==> src/rtl/alu_pkg.sv <==
// Shared types and flag helper for the add/sub issue path.
package alu_pkg;

  localparam int unsigned ALU_W     = 32;
  localparam int unsigned ALU_DEPTH = 4;
  localparam int unsigned CNT_W     = $clog2(ALU_DEPTH) + 1;

  typedef struct packed {
    logic [ALU_W-1:0] a;
    logic [ALU_W-1:0] b;
    logic             sub;
  } alu_req_t;

  // Returns {carry, ovf}; carry is a borrow (a < b) for subtraction.
  function automatic logic [1:0] addsub_flags(input logic [ALU_W-1:0] a,
                                              input logic [ALU_W-1:0] b,
                                              input logic             sub);
    logic [ALU_W:0]   sum;
    logic [ALU_W-1:0] bp;
    logic             carry;
    logic             ovf;
    bp    = sub ? (~b + ALU_W'(1)) : b;
    sum   = {1'b0, a} + {1'b0, bp};
    carry = sub ? (a < b) : sum[ALU_W];
    ovf   = (a[ALU_W-1] == bp[ALU_W-1]) && (sum[ALU_W-1] != a[ALU_W-1]);
    return {carry, ovf};
  endfunction

endpackage

==> src/rtl/add_sub.sv <==
// Combinational WIDTH-bit adder/subtractor with carry/borrow and signed overflow.
module add_sub #(
  parameter int unsigned WIDTH = 32
) (
  input  logic [WIDTH-1:0] a,
  input  logic [WIDTH-1:0] b,
  input  logic             sub,
  output logic [WIDTH-1:0] res,
  output logic             carry,
  output logic             ovf
);

  logic [WIDTH:0]   sum;
  logic [WIDTH-1:0] b_inv;
  logic [WIDTH-1:0] b_prime;

  // Subtraction is a + ~b + 1; carry-out of that is !borrow.
  always_comb begin
    b_inv   = sub ? ~b : b;
    b_prime = sub ? (~b + WIDTH'(1)) : b;
    sum     = {1'b0, a} + {1'b0, b_inv} + (WIDTH+1)'(sub);
    res     = sum[WIDTH-1:0];
    carry   = sub ? ~sum[WIDTH] : sum[WIDTH];
    ovf     = (a[WIDTH-1] == b_prime[WIDTH-1]) && (res[WIDTH-1] != a[WIDTH-1]);
  end

endmodule

==> src/rtl/alu_req_fifo.sv <==
// Request FIFO for add/sub operands; full/empty tracked by occupancy count.
module alu_req_fifo #(
  parameter int unsigned WIDTH = 32,
  parameter int unsigned DEPTH = 4
) (
  input  logic                     clk,
  input  logic                     rst_n,
  input  logic                     flush,
  input  logic                     push,
  input  logic [2*WIDTH:0]         wdata,
  input  logic                     pop,
  output logic [2*WIDTH:0]         rdata,
  output logic [$clog2(DEPTH):0]   count
);

  localparam int unsigned PTR_W = $clog2(DEPTH);
  localparam int unsigned CNT_B = $clog2(DEPTH) + 1;

  logic [2*WIDTH:0] mem [DEPTH];
  logic [PTR_W-1:0] wr_ptr;
  logic [PTR_W-1:0] rd_ptr;

  always_ff @(posedge clk) begin
    if (push && !flush) mem[wr_ptr] <= wdata;
  end

  // Pointers wrap naturally since DEPTH is a power of two.
  always_ff @(posedge clk or negedge rst_n) begin
    if (!rst_n) begin
      wr_ptr <= '0;
      rd_ptr <= '0;
      count  <= '0;
    end else if (flush) begin
      wr_ptr <= '0;
      rd_ptr <= '0;
      count  <= '0;
    end else begin
      if (push) wr_ptr <= wr_ptr + PTR_W'(1);
      if (pop)  rd_ptr <= rd_ptr + PTR_W'(1);
      case ({push, pop})
        2'b10:   count <= count + CNT_B'(1);
        2'b01:   count <= count - CNT_B'(1);
        default: count <= count;
      endcase
    end
  end

  assign rdata = mem[rd_ptr];

endmodule

==> src/rtl/alu_issue_stage.sv <==
// Buffers add/sub requests and returns registered results on a valid/ready port.
module alu_issue_stage
  import alu_pkg::*;
#(
  parameter int unsigned WIDTH = ALU_W,
  parameter int unsigned DEPTH = ALU_DEPTH
) (
  input  logic                   clk,
  input  logic                   rst_n,
  input  logic                   flush,
  input  logic                   req_valid,
  output logic                   req_ready,
  input  logic [WIDTH-1:0]       req_a,
  input  logic [WIDTH-1:0]       req_b,
  input  logic                   req_sub,
  output logic                   rsp_valid,
  input  logic                   rsp_ready,
  output logic [WIDTH-1:0]       rsp_res,
  output logic                   rsp_carry,
  output logic                   rsp_ovf,
  output logic [$clog2(DEPTH):0] count
);

  localparam int unsigned CNT_B = $clog2(DEPTH) + 1;

  logic             push;
  logic             pop;
  logic [2*WIDTH:0] head;
  logic [WIDTH-1:0] as_res;
  logic             as_carry;
  logic             as_ovf;

  assign req_ready = !flush && (count != CNT_B'(DEPTH));
  assign push      = req_valid && req_ready;
  assign pop       = (count != '0) && (!rsp_valid || rsp_ready) && !flush;

  alu_req_fifo #(.WIDTH(WIDTH), .DEPTH(DEPTH)) u_fifo (
    .clk   (clk),
    .rst_n (rst_n),
    .flush (flush),
    .push  (push),
    .wdata ({req_a, req_b, req_sub}),
    .pop   (pop),
    .rdata (head),
    .count (count)
  );

  add_sub #(.WIDTH(WIDTH)) u_add_sub (
    .a     (head[2*WIDTH:WIDTH+1]),
    .b     (head[WIDTH:1]),
    .sub   (head[0]),
    .res   (as_res),
    .carry (as_carry),
    .ovf   (as_ovf)
  );

  // Result payload only changes on pop, so it holds under backpressure and after drain.
  always_ff @(posedge clk or negedge rst_n) begin
    if (!rst_n) begin
      rsp_valid <= 1'b0;
      rsp_res   <= '0;
      rsp_carry <= 1'b0;
      rsp_ovf   <= 1'b0;
    end else if (flush) begin
      rsp_valid <= 1'b0;
    end else if (pop) begin
      rsp_valid <= 1'b1;
      rsp_res   <= as_res;
      rsp_carry <= as_carry;
      rsp_ovf   <= as_ovf;
    end else if (rsp_ready) begin
      rsp_valid <= 1'b0;
    end
  end

endmodule

==> config.mk <==
export PLATFORM = sky130hd
export DESIGN_NAME = alu_issue_stage
export DESIGN_NICKNAME = d
export VERILOG_FILES = /design/src/rtl/alu_pkg.sv /design/src/rtl/add_sub.sv /design/src/rtl/alu_req_fifo.sv /design/src/rtl/alu_issue_stage.sv
export SDC_FILE = /design/constraint.sdc
export NUM_CORES = 1
export LEC_CHECK = 0
export ABC_AREA = 1
export ABC_CLOCK_PERIOD_IN_PS = 8600
export CORE_MARGIN = 4
export CORE_UTILIZATION = 50
export CTS_CLUSTER_SIZE = 20
export DETAILED_ROUTE_END_ITERATION = 12
export PLACE_DENSITY = 0.73
export SYNTH_ARGS = -nofsm -noshare
export SYNTH_HDL_FRONTEND = slang
export SYNTH_SLANG_ARGS = --single-unit
==> constraint.sdc <==
create_clock -name clk -period 8.6 [get_ports clk]
set_input_delay 1.72 -clock clk [delete_from_list [all_inputs] [get_ports clk]]
set_output_delay 1.72 -clock clk [all_outputs]
set_load 0.02 [all_outputs]
# --- Word level (Yosys, flattened, before mapping) ---
# Memory sizes are Yosys's and may differ from the RTL's.
# Cells that the tools add are included.
word_totals:
  register_bits: 42
  latchBits: 0
  ram_bits: 260
  mem_bits_ro: 0
  output_inout_bits: 39
  elab_cells: 52
  n_memories: 1
mem_list:
  columns: ["memory", "words", "word_bits", "rd", "rd_ports_with_merged_regs", "wr", "line", "rtl"]
  rows:
  - ["u_fifo.mem", 4, 65, 1, 0, 1, "alu_req_fifo.sv:19", "logic [2*WIDTH:0] mem [DEPTH];"]
classes:
  addsub: 7
  mul: 0
  n_div: 0
  magnitude_cmp: 0
  n_eq_ne: 5
  shifts: 0
  muxes: 14
  n_bitwise: 3
  n_reduce_logical: 15
op_table:
  columns: ["cell", "count"]
  rows:
  - ["two-way mux 32 bit", 2]
  - ["adder 32 x 32 -> 33 bit", 1]
  - ["adder 33 x 1 -> 33 bit", 1]
  - ["adder 32 x 1 -> 32 bit, second input constant", 1]
  - ["inverter 32 bit", 1]
  - ["nonzero test 3 bit", 3]
  - ["two-way mux 2 bit", 4]
  - ["logical AND 1 bit", 6]
  - ["two-way mux 1 bit", 6]
  - ["one-hot mux 3 bit (2 select lines)", 1]
  - ["adder 2 x 1 -> 2 bit, second input constant", 2]
  - ["nonzero test 2 bit", 2]
  - ["adder 3 x 1 -> 3 bit, second input constant", 1]
  - ["two-way mux 3 bit", 1]
  - ["inequality test 3 bit, second input constant", 1]
  - ["subtractor 3 x 1 -> 3 bit, second input constant", 1]
  - ["== test 2 x 1 -> 1 bit, second input constant", 1]
  - ["== test 2 bit, second input constant", 1]
  - ["zero test 1 bit", 2]
  - ["inverter 1 bit", 2]
  - ["AND reduction 2 bit", 1]
  - ["== test 1 bit", 1]
  - ["logical OR 1 bit", 1]
  - ["inequality test 1 bit", 1]

# --- Longest topological paths before layout ---
logic_depth:
  depth_word: 7
  depth_mapped: 24
  mapped_depth_nobuf: 21

# --- Hierarchy ---
# Synthesis repeated with hierarchy kept, for this count alone.
hier_totals:
  cells_unflattened: 1286
  area_unflattened_um2: 14462.6
modules_own_cells:
  columns: ["mod", "instances", "cells_per_inst", "area_per_inst_um2", "seq_area_each_um2"]
  rows:
  - ["alu_req_fifo", 1, 686, 10533.9, 7982.7]
  - ["add_sub", 1, 437, 2453.6, 0.0]
  - ["alu_issue_stage", 1, 163, 1475.2, 875.8]

# --- Worst setup path after synthesis ---
# Ideal clock, no wire load.
synth_path:
  path_kind: "input-to-reg"
  from: "input port flush"
  to: "memory u_fifo.mem[0][0] (netlist name), enable pin"
  setup_ps: 489
  arrival_time_ps: 5129
  required_ps: 8111
  path_slack_ps: 2982
  cell_stages: 3
  n_path_buf: 0
  cell_sequence: "a31oi_1 > nand2_1 > nor2_1"
synth_via:
  elab_chain_cells: 6
synth_rtl:
  columns: ["item", "line", "rtl"]
  rows:
  - ["start, declared", "alu_issue_stage.sv:10", "input logic flush,"]
  - ["zero test 1 bit *", "alu_req_fifo.sv:24, alu_issue_stage.sv:33", null]
  - ["logical AND 1 bit", "alu_issue_stage.sv:33", "assign req_ready = !flush && (count != CNT_B'(DEPTH));"]
  - ["logical AND 1 bit", "alu_issue_stage.sv:34", "assign push = req_valid && req_ready;"]
  - ["logical AND 1 bit *", "alu_req_fifo.sv:24", "if (push && !flush) mem[wr_ptr] <= wdata;"]
  - ["two-way mux 1 bit *", "alu_req_fifo.sv:24", null]
  - ["two-way mux 1 bit (implied by the code) *", "alu_req_fifo.sv:24", null]
  - ["end, declared", "alu_req_fifo.sv:19", null]
# Every way passes the cells marked *; elsewhere a longest branch is shown, timed or not.

# --- Worst setup path in the final report ---
layout_path:
  from: "input port flush"
  to: "output port req_ready"
layout_via:
  elab_chain_cells: 2
layout_rtl:
  columns: ["item", "line", "rtl"]
  rows:
  - ["zero test 1 bit", "alu_issue_stage.sv:33", null]
  - ["logical AND 1 bit", "alu_issue_stage.sv:33", null]
  - ["end, declared", "alu_issue_stage.sv:12", "output logic req_ready,"]
# Every way passes these cells.

==> impl_metrics.env <==
export IMPL_outcome="complete, no violations"
export IMPL_min_from="rsp_res[1]"
export IMPL_portBuffers=108
export IMPL_worstMarginPinSlew_ns=1.03
export IMPL_firstDrtPassIters=5
export IMPL_hold_viol_final=0
export IMPL_vias=9629
export IMPL_ctsHoldBuffers=0
export IMPL_drive_gt1_share_pct=4.93
export IMPL_post_cts_setup_buffer_count=0
export IMPL_period_minus_slack_ns=4.86
export IMPL_syn2layout_area_growth_pct=16.3
export IMPL_place_congestion=0.966
export IMPL_r2r_cells=18
export IMPL_wl_per_cell_um=17.5
export IMPL_ys_flop_type="edfxtp_1"
export IMPL_antenna_left=0
export IMPL_antenna_found_initial=0
export IMPL_cts_root_buf="clkbuf_16"
export IMPL_synth_seq_cells=302
export IMPL_final_common_cell="nand2_1"
export IMPL_cts_sinks=302
export IMPL_yosys_warnings=0
export IMPL_htree_levels=1
export IMPL_finalClockSkew_ns=0.0133
export IMPL_fin_nets=1509
export IMPL_cp_slowest_cell="clkdlybuf4s50_1"
export IMPL_synth_edf_count=260
export IMPL_whs_path_depth=2
export IMPL_cp_start_kind="input port"
export IMPL_antenna_cells=0
export IMPL_cts_buffer_depth=3
export IMPL_wl_mm=31.5
export IMPL_die_x_um=175
export IMPL_cp_end_kind="primary output"
export IMPL_fillerInstances=2249
export IMPL_path_common_cell="clkdlybuf4s50_1"
export IMPL_ys_seq_area_share_pct=63.7
export IMPL_critPathKind="in -> out"
export IMPL_fin_util_pct=59.5
export IMPL_maxCapViolations=0
export IMPL_crit_buf_inv=2
export IMPL_finalMaxSlewViolations=0
export IMPL_r2r_end="rsp_res[24]"
export IMPL_core_area_sq_mm=0.0272
export IMPL_r2r_start="u_fifo.rd_ptr[0]"
export IMPL_crit_path_max_incr_delay_ns=0.65
export IMPL_critPathMaxFanout=7
export IMPL_vias_per_cell=5.37
export IMPL_period_share_pct=56.5
export IMPL_die_area_sq_mm=0.0305
export IMPL_clkTransAtPathRegs_ns=0.06
export IMPL_cts_tree="done"
export IMPL_die_h_um=175
export IMPL_max_slew_margin_rel_pct=31.0
export IMPL_syn_avg_cell_area_sq_um=10.7
export IMPL_fmax_mhz=206
export IMPL_insertion_delay_ns=0.56
export IMPL_cp_data_arrival_time_ns=3.14
export IMPL_drcViolationCount=0
export IMPL_cts_resized=0
export IMPL_initial_core_util_pct=51.1
export IMPL_place_hpwl_mm=20.5
export IMPL_crit_path_cell_trace="clkdlybuf4s50_1, a31oi_1, clkdlybuf4s50_1"
export IMPL_synth_async_sr_flop_share_pct=13.9
export IMPL_path_delay_family="buffers and inverters"
export IMPL_synth_cells=1304
export IMPL_grt_util_all_layers_pct=20.3
export IMPL_ios=109
export IMPL_final_cell_mix="nand2_1, edfxtp_1, nor2_1"
export IMPL_hold_end="rsp_res[1]"
export IMPL_syn_nets=1411
export IMPL_rows=60
export IMPL_grt_start_max_net_pins=98
export IMPL_synth_area_sq_mm=0.0139
export IMPL_drt_iter0_drc=831
export IMPL_r2r_setup_slack_ns=3.84
export IMPL_fin_setup_tns_ns=0
export IMPL_setup_viol=0
export IMPL_numCtsBuffers=30
export IMPL_grt_pass1_wl_mm=49.0
export IMPL_grt_pass1_vias=8974
export IMPL_hp_class="reg -> reg"
export IMPL_rsz0062_at_grt="no"
export IMPL_ys_types=40
export IMPL_overflow=0
export IMPL_critical_path_required_ns=6.88
metal layers:
layer / share of wire (%) / up-vias / track usage, % / wire length, um
li1: - / 4713 / - / -
met1: 45 / 4557 / 29.0 / 14300
met2: 46 / 311 / 32.4 / 14400
met3: 6.5 / 48 / 3.46 / 2060
met4: 2.4 / 0 / 5.56 / 770
met5: 0 / - / 0 / 0
sequential cells by signal, indices dropped and copies added, names as in the netlist:
register,flops
u_fifo.count,3
u_fifo.mem,260
u_fifo.rd_ptr,2
rsp_res,32
u_fifo.wr_ptr,2
rsp_carry,1
rsp_ovf,1
rsp_valid,1
final cells by class:
cell class | instances | area (sq um) | area share, %
clock buffer | 38 | 781 | 4.83
clock inverter | 13 | 120 | 0.743
inverter | 76 | 288 | 1.78
multi-input combinational | 873 | 4490 | 27.8
sequential | 302 | 8860 | 54.8
tap | 372 | 465 | 2.88
timing repair buffer | 119 | 1160 | 7.17
Yosys cell counts, types with 2 or more instances:
master	instances	area share, %
nand2_1	324	8.8
edfxtp_1	260	56
nor2_1	123	3.3
o21ai_0	102	3.7
nand3_1	98	3.5
inv_1	74	2.0
a21oi_1	43	1.5
dfrtp_1	42	7.6
xor2_1	42	2.6
ha_1	35	3.2
o22ai_1	30	1.4
clkbuf_1	24	0.65
buf_2	17	0.61
xnor2_1	12	0.76
buf_6	9	0.73
a31oi_1	7	0.32
nor3_1	7	0.25
a21o_1	6	0.32
nand2_2	5	0.23
o31ai_1	5	0.27
o21a_1	4	0.22
o21ai_1	4	0.14
or2_2	4	0.18
a21boi_0	3	0.16
a32oi_1	3	0.19
o21bai_1	3	0.16
buf_4	2	0.11
fa_1	2	0.29
nand4_1	2	0.090
nor4_1	2	0.090
through the flow:
step	hold WS [ns]	cells	setup WS (ns)	instance area [sq um]
detailed placement	0.460	1742	3.74	15300
global route	0.506	1793	3.54	16200
finish	0.474	1793	3.74	16200
floorplan	0.515	1304	2.98	13900
global placement	0.456	1742	3.76	15300
CTS	0.475	1793	3.74	16200
logic make-up (layout without fill, tap and decap cells):
group           Yosys count  in the layout  share of synthesized area (%)
compound gates          216            216                           8.73
xor+xnor                 54             54                           3.40
fa+ha+maj                37             37                           3.44
buf+inv                 129            246                           4.20
flops                   302            302                           63.7
simple gates            566            566                           16.5
worst register-to-register path: stages (launching register included):
cell and delay (ns):
dfrtp_4 0.72, inv_4 0.42, buf_4 0.82, nand2_1 0.19, nand3_1 0.11, nand2_1 0.12, xor2_1 0.32, ha_1 0.34
inv_1 0.09, o21ai_0 0.12, a21oi_1 0.18, o21ai_0 0.19, a21oi_1 0.15, o21ai_0 0.23, a21oi_1 0.21, inv_1 0.06
or2_2 0.27, nand3_1 0.07, nand2_1 0.05
worst max path at each step:
stage / from / endpoint / slack, ns / cells after the start
2_1_floorplan: flush / u_fifo.mem[0][0] / 2.98 / 3
3_3_place_gp: flush / req_ready / 3.76 / 3
3_5_place_dp: flush / req_ready / 3.74 / 3
4_1_cts: flush / req_ready / 3.74 / 3
5_1_grt: u_fifo.rd_ptr[0] / rsp_carry / 3.54 / 18
6_report: flush / req_ready / 3.74 / 3
Power is not shown: default switching activity piles up to over one toggle a cycle in this logic, so the estimate is an artifact.
